**src/rtl/alu_result_stage.sv**
```systemverilog
// ---------------------------------------------------------------------------
// alu_result_stage
//
// Downstream stage of the carry-ripple ALU. It captures each ALU result
// (Y, 16-bit flags word, 4-bit op select) in a 2-entry skid queue. The queue
// has valid/ready handshakes on both sides. The stage also maintains the
// architectural processor status register (PSR) and evaluates branch
// conditions against it.
//
// The queue is built from two registers. The head register drives out_* and
// the skid register holds the second entry while the head is stalled.
//
// Parameters
//   BITSIZE  datapath width; must match the ALU
//   DEPTH    queue entries; only 2 is supported
//   CNTW     width of the accepted-op counter
//
// Ports
//   clk, rst_n             clock (rising edge) / asynchronous active-low reset
//   in_valid, in_ready     producer handshake; in_ready is registered
//   in_y, in_flags, in_sel ALU result, flags word (C=0 L=2 F=5 Z=6 N=7), op sel
//   out_valid, out_ready   consumer handshake on the head entry
//   out_y, out_flags,      head entry; flags are passed through unmodified
//   out_sel
//   psr_wr, psr_din        explicit PSR load; takes priority over a push
//   psr                    current PSR (bits 1, 3, 4, 15:8 always 0)
//   cond_sel, cond_true    condition code select / result on current PSR
//   op_count               saturating count of accepted ops
// ---------------------------------------------------------------------------
module alu_result_stage #(
    parameter int BITSIZE = 16,
    parameter int DEPTH   = 2,
    parameter int CNTW    = 16
) (
    input  logic               clk,
    input  logic               rst_n,
    input  logic               in_valid,
    output logic               in_ready,
    input  logic [BITSIZE-1:0] in_y,
    input  logic [15:0]        in_flags,
    input  logic [3:0]         in_sel,
    output logic               out_valid,
    input  logic               out_ready,
    output logic [BITSIZE-1:0] out_y,
    output logic [15:0]        out_flags,
    output logic [3:0]         out_sel,
    input  logic               psr_wr,
    input  logic [15:0]        psr_din,
    output logic [15:0]        psr,
    input  logic [2:0]         cond_sel,
    output logic               cond_true,
    output logic [CNTW-1:0]    op_count
);

    localparam logic [1:0]      FULL       = DEPTH[1:0];
    localparam logic [15:0]     PSR_MASK   = 16'h00E5;  // C, L, F, Z, N
    localparam logic [15:0]     ARITH_MASK = 16'h00E5;  // add/sub update every flag
    localparam logic [15:0]     LOGIC_MASK = 16'h00C0;  // logic ops update Z, N only
    localparam logic [CNTW-1:0] CNT_ONE    = 1;

    localparam int PSR_C = 0;
    localparam int PSR_L = 2;
    localparam int PSR_F = 5;
    localparam int PSR_Z = 6;
    localparam int PSR_N = 7;

    // PSR value after a push of an op with the given sel and flags.
    function automatic logic [15:0] f_psr_update(
        input logic [15:0] cur,
        input logic [15:0] flags,
        input logic [3:0]  sel
    );
        logic [15:0] res;
        res = cur;
        casez (sel)
            4'b010?: res = (cur & ~ARITH_MASK) | (flags & ARITH_MASK);
            4'b1???: res = (cur & ~LOGIC_MASK) | (flags & LOGIC_MASK);
            default: res = cur;
        endcase
        return res & PSR_MASK;
    endfunction

    function automatic logic f_cond_eval(
        input logic [15:0] p,
        input logic [2:0]  sel
    );
        logic res;
        case (sel)
            3'd0:    res = 1'b1;
            3'd1:    res = p[PSR_Z];
            3'd2:    res = !p[PSR_Z];
            3'd3:    res = p[PSR_N];
            3'd4:    res = p[PSR_C];
            3'd5:    res = p[PSR_L];
            3'd6:    res = p[PSR_F];
            default: res = !p[PSR_N] && !p[PSR_Z];
        endcase
        return res;
    endfunction

    logic [1:0]         r_count;
    logic               r_in_ready;
    logic [BITSIZE-1:0] r_head_y;
    logic [15:0]        r_head_flags;
    logic [3:0]         r_head_sel;
    logic [BITSIZE-1:0] r_skid_y;
    logic [15:0]        r_skid_flags;
    logic [3:0]         r_skid_sel;
    logic [15:0]        r_psr;
    logic [CNTW-1:0]    r_op_count;

    logic               w_push;
    logic               w_pop;
    logic [1:0]         w_count_next;
    logic               w_load_head_in;
    logic               w_load_head_skid;
    logic               w_load_skid;
    logic [15:0]        w_psr_next;
    logic [CNTW-1:0]    w_op_count_next;

    // ---- handshake decode --------------------------------------------------
    assign w_push = in_valid && r_in_ready;
    assign w_pop  = (r_count != 2'd0) && out_ready;

    always_comb begin
        w_count_next = r_count;
        case ({w_push, w_pop})
            2'b10:   w_count_next = r_count + 2'd1;
            2'b01:   w_count_next = r_count - 2'd1;
            default: w_count_next = r_count;
        endcase
    end

    // The head takes the incoming entry when the queue is empty, or when the
    // only entry leaves in the same cycle. It takes the skid entry when the
    // queue drains from full. A push is never accepted at full, so these
    // cases cover every head change.
    assign w_load_head_in   = w_push && ((r_count == 2'd0) ||
                                         ((r_count == 2'd1) && w_pop));
    assign w_load_head_skid = w_pop && (r_count == 2'd2);
    assign w_load_skid      = w_push && (r_count == 2'd1) && !w_pop;

    always_comb begin
        w_psr_next = r_psr;
        if (psr_wr) begin
            w_psr_next = psr_din & PSR_MASK;
        end else if (w_push) begin
            w_psr_next = f_psr_update(r_psr, in_flags, in_sel);
        end
    end

    assign w_op_count_next = (&r_op_count) ? r_op_count : r_op_count + CNT_ONE;

    // ---- registered state --------------------------------------------------
    always_ff @(posedge clk or negedge rst_n) begin
        if (!rst_n) begin
            r_count    <= 2'd0;
            r_in_ready <= 1'b1;
            r_psr      <= 16'h0000;
            r_op_count <= '0;
        end else begin
            r_count    <= w_count_next;
            r_in_ready <= (w_count_next < FULL);
            r_psr      <= w_psr_next;
            if (w_push) begin
                r_op_count <= w_op_count_next;
            end
        end
    end

    always_ff @(posedge clk or negedge rst_n) begin
        if (!rst_n) begin
            r_head_y     <= '0;
            r_head_flags <= 16'h0000;
            r_head_sel   <= 4'h0;
        end else if (w_load_head_in) begin
            r_head_y     <= in_y;
            r_head_flags <= in_flags;
            r_head_sel   <= in_sel;
        end else if (w_load_head_skid) begin
            r_head_y     <= r_skid_y;
            r_head_flags <= r_skid_flags;
            r_head_sel   <= r_skid_sel;
        end
    end

    // Skid storage is only read after being written, so it needs no reset.
    always_ff @(posedge clk) begin
        if (w_load_skid) begin
            r_skid_y     <= in_y;
            r_skid_flags <= in_flags;
            r_skid_sel   <= in_sel;
        end
    end

    // ---- outputs -----------------------------------------------------------
    assign in_ready  = r_in_ready;
    assign out_valid = (r_count != 2'd0);
    assign out_y     = r_head_y;
    assign out_flags = r_head_flags;
    assign out_sel   = r_head_sel;
    assign psr       = r_psr;
    assign cond_true = f_cond_eval(r_psr, cond_sel);
    assign op_count  = r_op_count;

endmodule

```
**config.mk**
```make
export PLATFORM = sky130hd
export DESIGN_NAME = alu_result_stage
export DESIGN_NICKNAME = d
export VERILOG_FILES = /design/src/rtl/alu_result_stage.sv
export SDC_FILE = /design/constraint.sdc
export NUM_CORES = 1
export LEC_CHECK = 0
export BUFFER_PORTS_ARGS = -buffer_cell sky130_fd_sc_hd__buf_2
export CAP_MARGIN = 20
export CORE_UTILIZATION = 51
export DETAILED_ROUTE_END_ITERATION = 6
export HOLD_SLACK_MARGIN = 0.02
export PLACE_DENSITY = 0.84
export SLEW_MARGIN = 20
export SYNTH_ARGS = -nofsm -noshare
export SYNTH_HDL_FRONTEND = slang
export SYNTH_SLANG_ARGS = --single-unit
export TNS_END_PERCENT = 20
```
**constraint.sdc**
```tcl
create_clock -name clk -period 3.05 [get_ports clk]
set_clock_uncertainty 0.05 [all_clocks]
set_input_delay 0.61 -clock clk [delete_from_list [all_inputs] [get_ports clk]]
set_output_delay 0.61 -clock clk [all_outputs]
set_load 0.1 [all_outputs]
```
## Word-level counts from Yosys, hierarchy flattened

Cells that the tools add are included.

- Flip-flop bits (word level): 107
- Output and inout bits: 71

- Add/sub/neg operators: 3
- Magnitude comparators: 1
- Eq/ne operators: 11
- Mux-type cells: 11
- Bitwise gates (word level): 3
- Reduce and logical (&&, ||, !) cells: 21

Operators with widths:

| operator | number |
|---|---|
| 16-bit 2-to-1 mux | 6 |
| 16-bit by 1-bit adder with 16-bit output (second input constant) | 1 |
| 8-bit one-hot mux with 2 select lines | 1 |
| 16-bit AND reduction | 1 |
| 3-bit by 2-bit equality test with 1-bit output (second input constant) | 3 |
| 3-bit equality test (second input constant) | 3 |
| 1-bit logical AND | 8 |
| 4-bit 2-to-1 mux | 2 |
| 5-bit by 8-bit bitwise OR with 8-bit output | 1 |
| 6-bit by 8-bit bitwise OR with 8-bit output | 1 |
| 1-bit one-hot mux with 7 select lines | 1 |
| 2-bit nonzero test | 3 |
| 2-bit by 1-bit equality test with 1-bit output (second input constant) | 2 |
| 2-bit equality test (second input constant) | 2 |
| 2-bit one-hot mux with 2 select lines | 1 |
| 2-bit AND reduction | 2 |
| 3-bit by 1-bit equality test with 1-bit output (second input constant) | 1 |
| 1-bit logical NOT | 3 |
| 3-bit logical NOT | 1 |
| 3-bit nonzero test | 1 |
| 2-bit by 1-bit adder with 2-bit output (second input constant) | 1 |
| 2-bit logical NOT | 1 |
| 2-bit less-than comparator (second input constant) | 1 |
| 2-bit by 1-bit subtractor with 2-bit output (second input constant) | 1 |
| 2 further kinds | 2 |

## Logic depth before layout (Yosys ltp)

- Depth after elaboration: 6
- Gate-level depth with buffers: 9
- Depth with buffers taken out: 9

## Least setup slack after synthesis

No wires, ideal clock.

- Path kind: register to register
- From: reg r_in_ready, in the netlist in_ready
- To: reg r_skid_flags[0], enable pin
- Setup time: 0.397 ns
- Data arrival time: 2.239 ns
- Required time: 2.603 ns
- Slack: 0.364 ns
- Cell stages (with the launch flop): 4
- Buffers on the path: 0
- Clock period less this slack: 2.686 ns
- Path through: dfstp_2 nand2_2 inv_2 and3_1

- Longest elaborated chain between the ends: 3

Ends and longest elaborated chain:

| what | RTL line | source |
|---|---|---|
| from (decl) | 102 | `logic r_in_ready;` |
| from (signal assigned) | 163 | `r_in_ready <= (w_count_next < FULL);` |
| 1-bit logical AND | 122 | `assign w_push = in_valid && r_in_ready;` |
| 1-bit logical AND (2 in a row) | 141 | `assign w_load_skid = w_push && (r_count == 2'd1) && !w_pop;` |
| via w_load_skid | 117 | `logic w_load_skid;` |
| to (signal assigned) | 191 | `r_skid_flags <= in_flags;` |
| to (decl) | 107 | `logic [15:0] r_skid_flags;` |

The timed path passes the listed nets, and every way through them passes these cells.
A chain may end at the register's enable or synchronous reset.

## Worst setup path in the final report

- From: reg r_psr[7], in the netlist psr[7]
- To: out cond_true

- Longest elaborated chain between the ends: 3

Ends and longest elaborated chain:

| what | RTL line | source |
|---|---|---|
| from (decl) | 109 | `logic [15:0] r_psr;` |
| from (signal assigned) | 164 | `r_psr <= w_psr_next;` |
| 1-bit logical NOT | 96 | `default: res = !p[PSR_N] && !p[PSR_Z];` |
| 1-bit logical AND | 96 |  |
| 1-bit one-hot mux with 7 select lines (*) | 88 | `case (sel)` |
| to (decl) | 51 | `output logic cond_true,` |

Every way passes the cells marked *; elsewhere a longest branch is shown, timed or not.

==> results.json <==
{
  "wl_um": 8503,
  "area_growth_pct": 19.13,
  "wl_per_cell_um": 15.21,
  "coreArea_mm2": 0.007848,
  "critical_path_class": "reg -> out",
  "post_cts_buffers": 0,
  "yosysTopAreaCellShare_pct": 34.99,
  "die_w_um": 92.96,
  "place.gp.congestion": 0.8515,
  "slew_headroom_pct": 56.22,
  "required_ns": 2.39,
  "synthCells": 340,
  "holdBufCountCts": 0,
  "fmax_mhz": 428.3,
  "clk_pin_slew_ns": 0.10,
  "diodes": 0,
  "async_flop_share_pct": 62.50,
  "worst_hold_path_type": "in -> async",
  "die_h_um": 92.96,
  "synth_edf_count": 36,
  "fill_cells": 640,
  "viasPerCell": 5.168,
  "initial_core_util_pct": 53.76,
  "slew_viol_final": 0,
  "cpMaxStageDelayCell": "dfrtp_1",
  "root_buffer": "clkbuf_8",
  "drtAntennaViolNets": 0,
  "status": "complete, no violations",
  "grt_overflow": 0,
  "cts_resized": 0,
  "drt_iter0_drc": 92,
  "htree_levels": 3,
  "grt_max_degree": 53,
  "fin_tns_setup_ns": 0,
  "antenna_found_initial": 0,
  "setup_viol": 0,
  "hold_viol_final": 0,
  "rsz0062_at_grt": "false",
  "cp-end-kind": "output port",
  "yosys-top-cells-count": "59 x dfrtp_1, 52 x nand2_1, 45 x o21ai_0",
  "crit_chain": "nor2b_1 -> a21oi_1 -> o211ai_1 -> a21o_1 -> buf_2",
  "drive_above_1_share_pct": 32.39,
  "grt_usage_pct": 20.70,
  "synth-seq-cells": 96,
  "synth_seq_area_share_pct": 61.24,
  "remaining_drc_errors": 0,
  "portBuffers": 108,
  "via_count": 2889,
  "max_cap_violations": 0,
  "syn-mean-instance-area_um2": 12.41,
  "cts_buffers": 9,
  "cts_tree": "done",
  "crit_arrival_ns": 1.68,
  "slowest_delay_ns": 0.43,
  "worst_pin_slew_ns": 0.6561,
  "synth.area.top_cells": "dfrtp_1 35%, edfxtp_1 26%, mux2i_1 10%, o21ai_0 5.3%, nand2_1 4.6%",
  "dieArea_mm2": 0.008641,
  "synth_ff_type": "dfrtp_1",
  "period_share_pct": 76.56,
  "synth.distinct_cells": 45,
  "clock_latency_ns": 0.35,
  "ios": 131,
  "fin_crit_ns": 2.335,
  "synth_area_leader_cell": "dfrtp_1",
  "clock_path_buffers": 2,
  "crit_fanout": 4,
  "critPathLaunchType": "flop",
  "cts.sinks": 96,
  "grt_pass1_vias": 2830,
  "fp-row-count": 32,
  "synthesis.area_mm2": 0.004219,
  "drtPass1Iterations": 4,
  "grt_pass1_wl_um": 13680,
  "fin_nets": 518,
  "hpwl_um": 6015,
  "ys_warn_count": 0,
  "synth.most_common_cell": "dfrtp_1"
}
-- worst max-delay path: cells and delay by family (launching register included) --
kind	cells	cell delay [ns]
and+or+nand+nor	1	0.12
DFF	1	0.43
buffers and inverters	1	0.41
AOI/OAI and AO/OA	3	0.36
-- cell usage in the layout, fill, tap and decap left out, types with 2 or more instances in the layout --
| cell type | netlist | final |
|---|---|---|
| a21oi_1 | 7 | 7 |
| nor2b_1 | 2 | 2 |
| dfrtp_1 | 59 | 59 |
| nand3_1 | 7 | 7 |
| o211ai_1 | 2 | 2 |
| nand2_4 | 2 | 2 |
| and3_2 | 2 | 3 |
| buf_2 | 0 | 108 |
| edfxtp_1 | 36 | 36 |
| nand4_1 | 5 | 5 |
| clkinvlp_4 | 0 | 2 |
| conb_1 | 1 | 11 |
| nand3b_1 | 2 | 2 |
| ha_1 | 6 | 6 |
| xnor2_1 | 7 | 7 |
| o21ai_0 | 45 | 45 |
| inv_6 | 0 | 2 |
| mux2i_1 | 43 | 43 |
| nand2_1 | 52 | 52 |
| clkbuf_8 | 0 | 9 |
| inv_1 | 5 | 5 |
| nor3_1 | 3 | 3 |
| buf_4 | 11 | 4 |
| xor2_1 | 3 | 3 |
| nor2_1 | 7 | 7 |
-- flip-flops by register name, indices dropped and copies added, names as in the netlist, named ones only --
name,count
out_flags,16
r_count,1
r_skid_sel,4
r_skid_y,16
out_sel,4
in_ready,1
psr,5
out_y,16
op_count,16
r_skid_flags,16
-- logic make-up after synthesis --
kind of cell    Yosys count  synth area share (%)
compound gates           58                 7.503
xor+xnor                 10                 2.076
fa+ha+maj                 6                 1.779
buf+inv                  28                 4.270
flops                    96                 61.24
mux                      46                 11.09
other cells               1               0.08888
simple gates             95                 11.95
-- final cells by class --
type	count	area, um^2	share of cell area, %
clock inverters	7	78.83	1.568
repair buffers	113	590.6	11.75
inverters	6	22.52	0.4481
flip-flops and latches	96	2584	51.41
clock buffers	9	123.9	2.465
multi-input cells	226	1499	29.82
well taps	102	127.6	2.539
-- layer usage --
metal	wire length [um]	track usage (%)	share of wire (%)
met5	0	0	0
met1	3679	27.78	43
met3	662	6.650	7.8
met2	4045	32.35	48
met4	115	5.769	1.4
-- metrics by stage --
step	hold WS, ns	cell area [um^2]	worst slack (ns)	cells	utilization (%)
CTS	0.1566	5026	0.6949	559	64.05
floorplan	0.2644	4257	0.3642	350	-
detailed placement	0.4587	4823	0.7375	543	61.46
global route	0.1667	5026	0.6303	559	64.05
global placement	0.4451	4823	0.7683	543	61.46
finish	0.1575	5026	0.7150	559	64.05
-- final timing paths --
| path | start | end | slack [ns] | depth (start not counted) |
|---|---|---|---|---|
| worst max-delay path | psr[7]$_DFFE_PN0P_ | cond_true | 0.71 | 5 |
| worst min-delay path | rst_n | out_flags[5]$_DFFE_PN0P_ | 0.16 | 1 |
| worst max register to register | in_ready$_DFF_PN1_ | r_skid_y[2]$_DFFE_PP_ | 0.95 | 4 |
| worst min register to register | op_count[15]$_DFFE_PN0P_ | op_count[15]$_DFFE_PN0P_ | 0.48 | 1 |
| max in group asynchronous | rst_n | in_ready$_DFF_PN1_ | 2.06 | 2 |
| min in group clk | in_flags[3] | r_skid_flags[3]$_DFFE_PP_ | 0.39 | 1 |
Power is not shown: default switching activity piles up to over one toggle a cycle in this logic, so the estimate is an artifact.
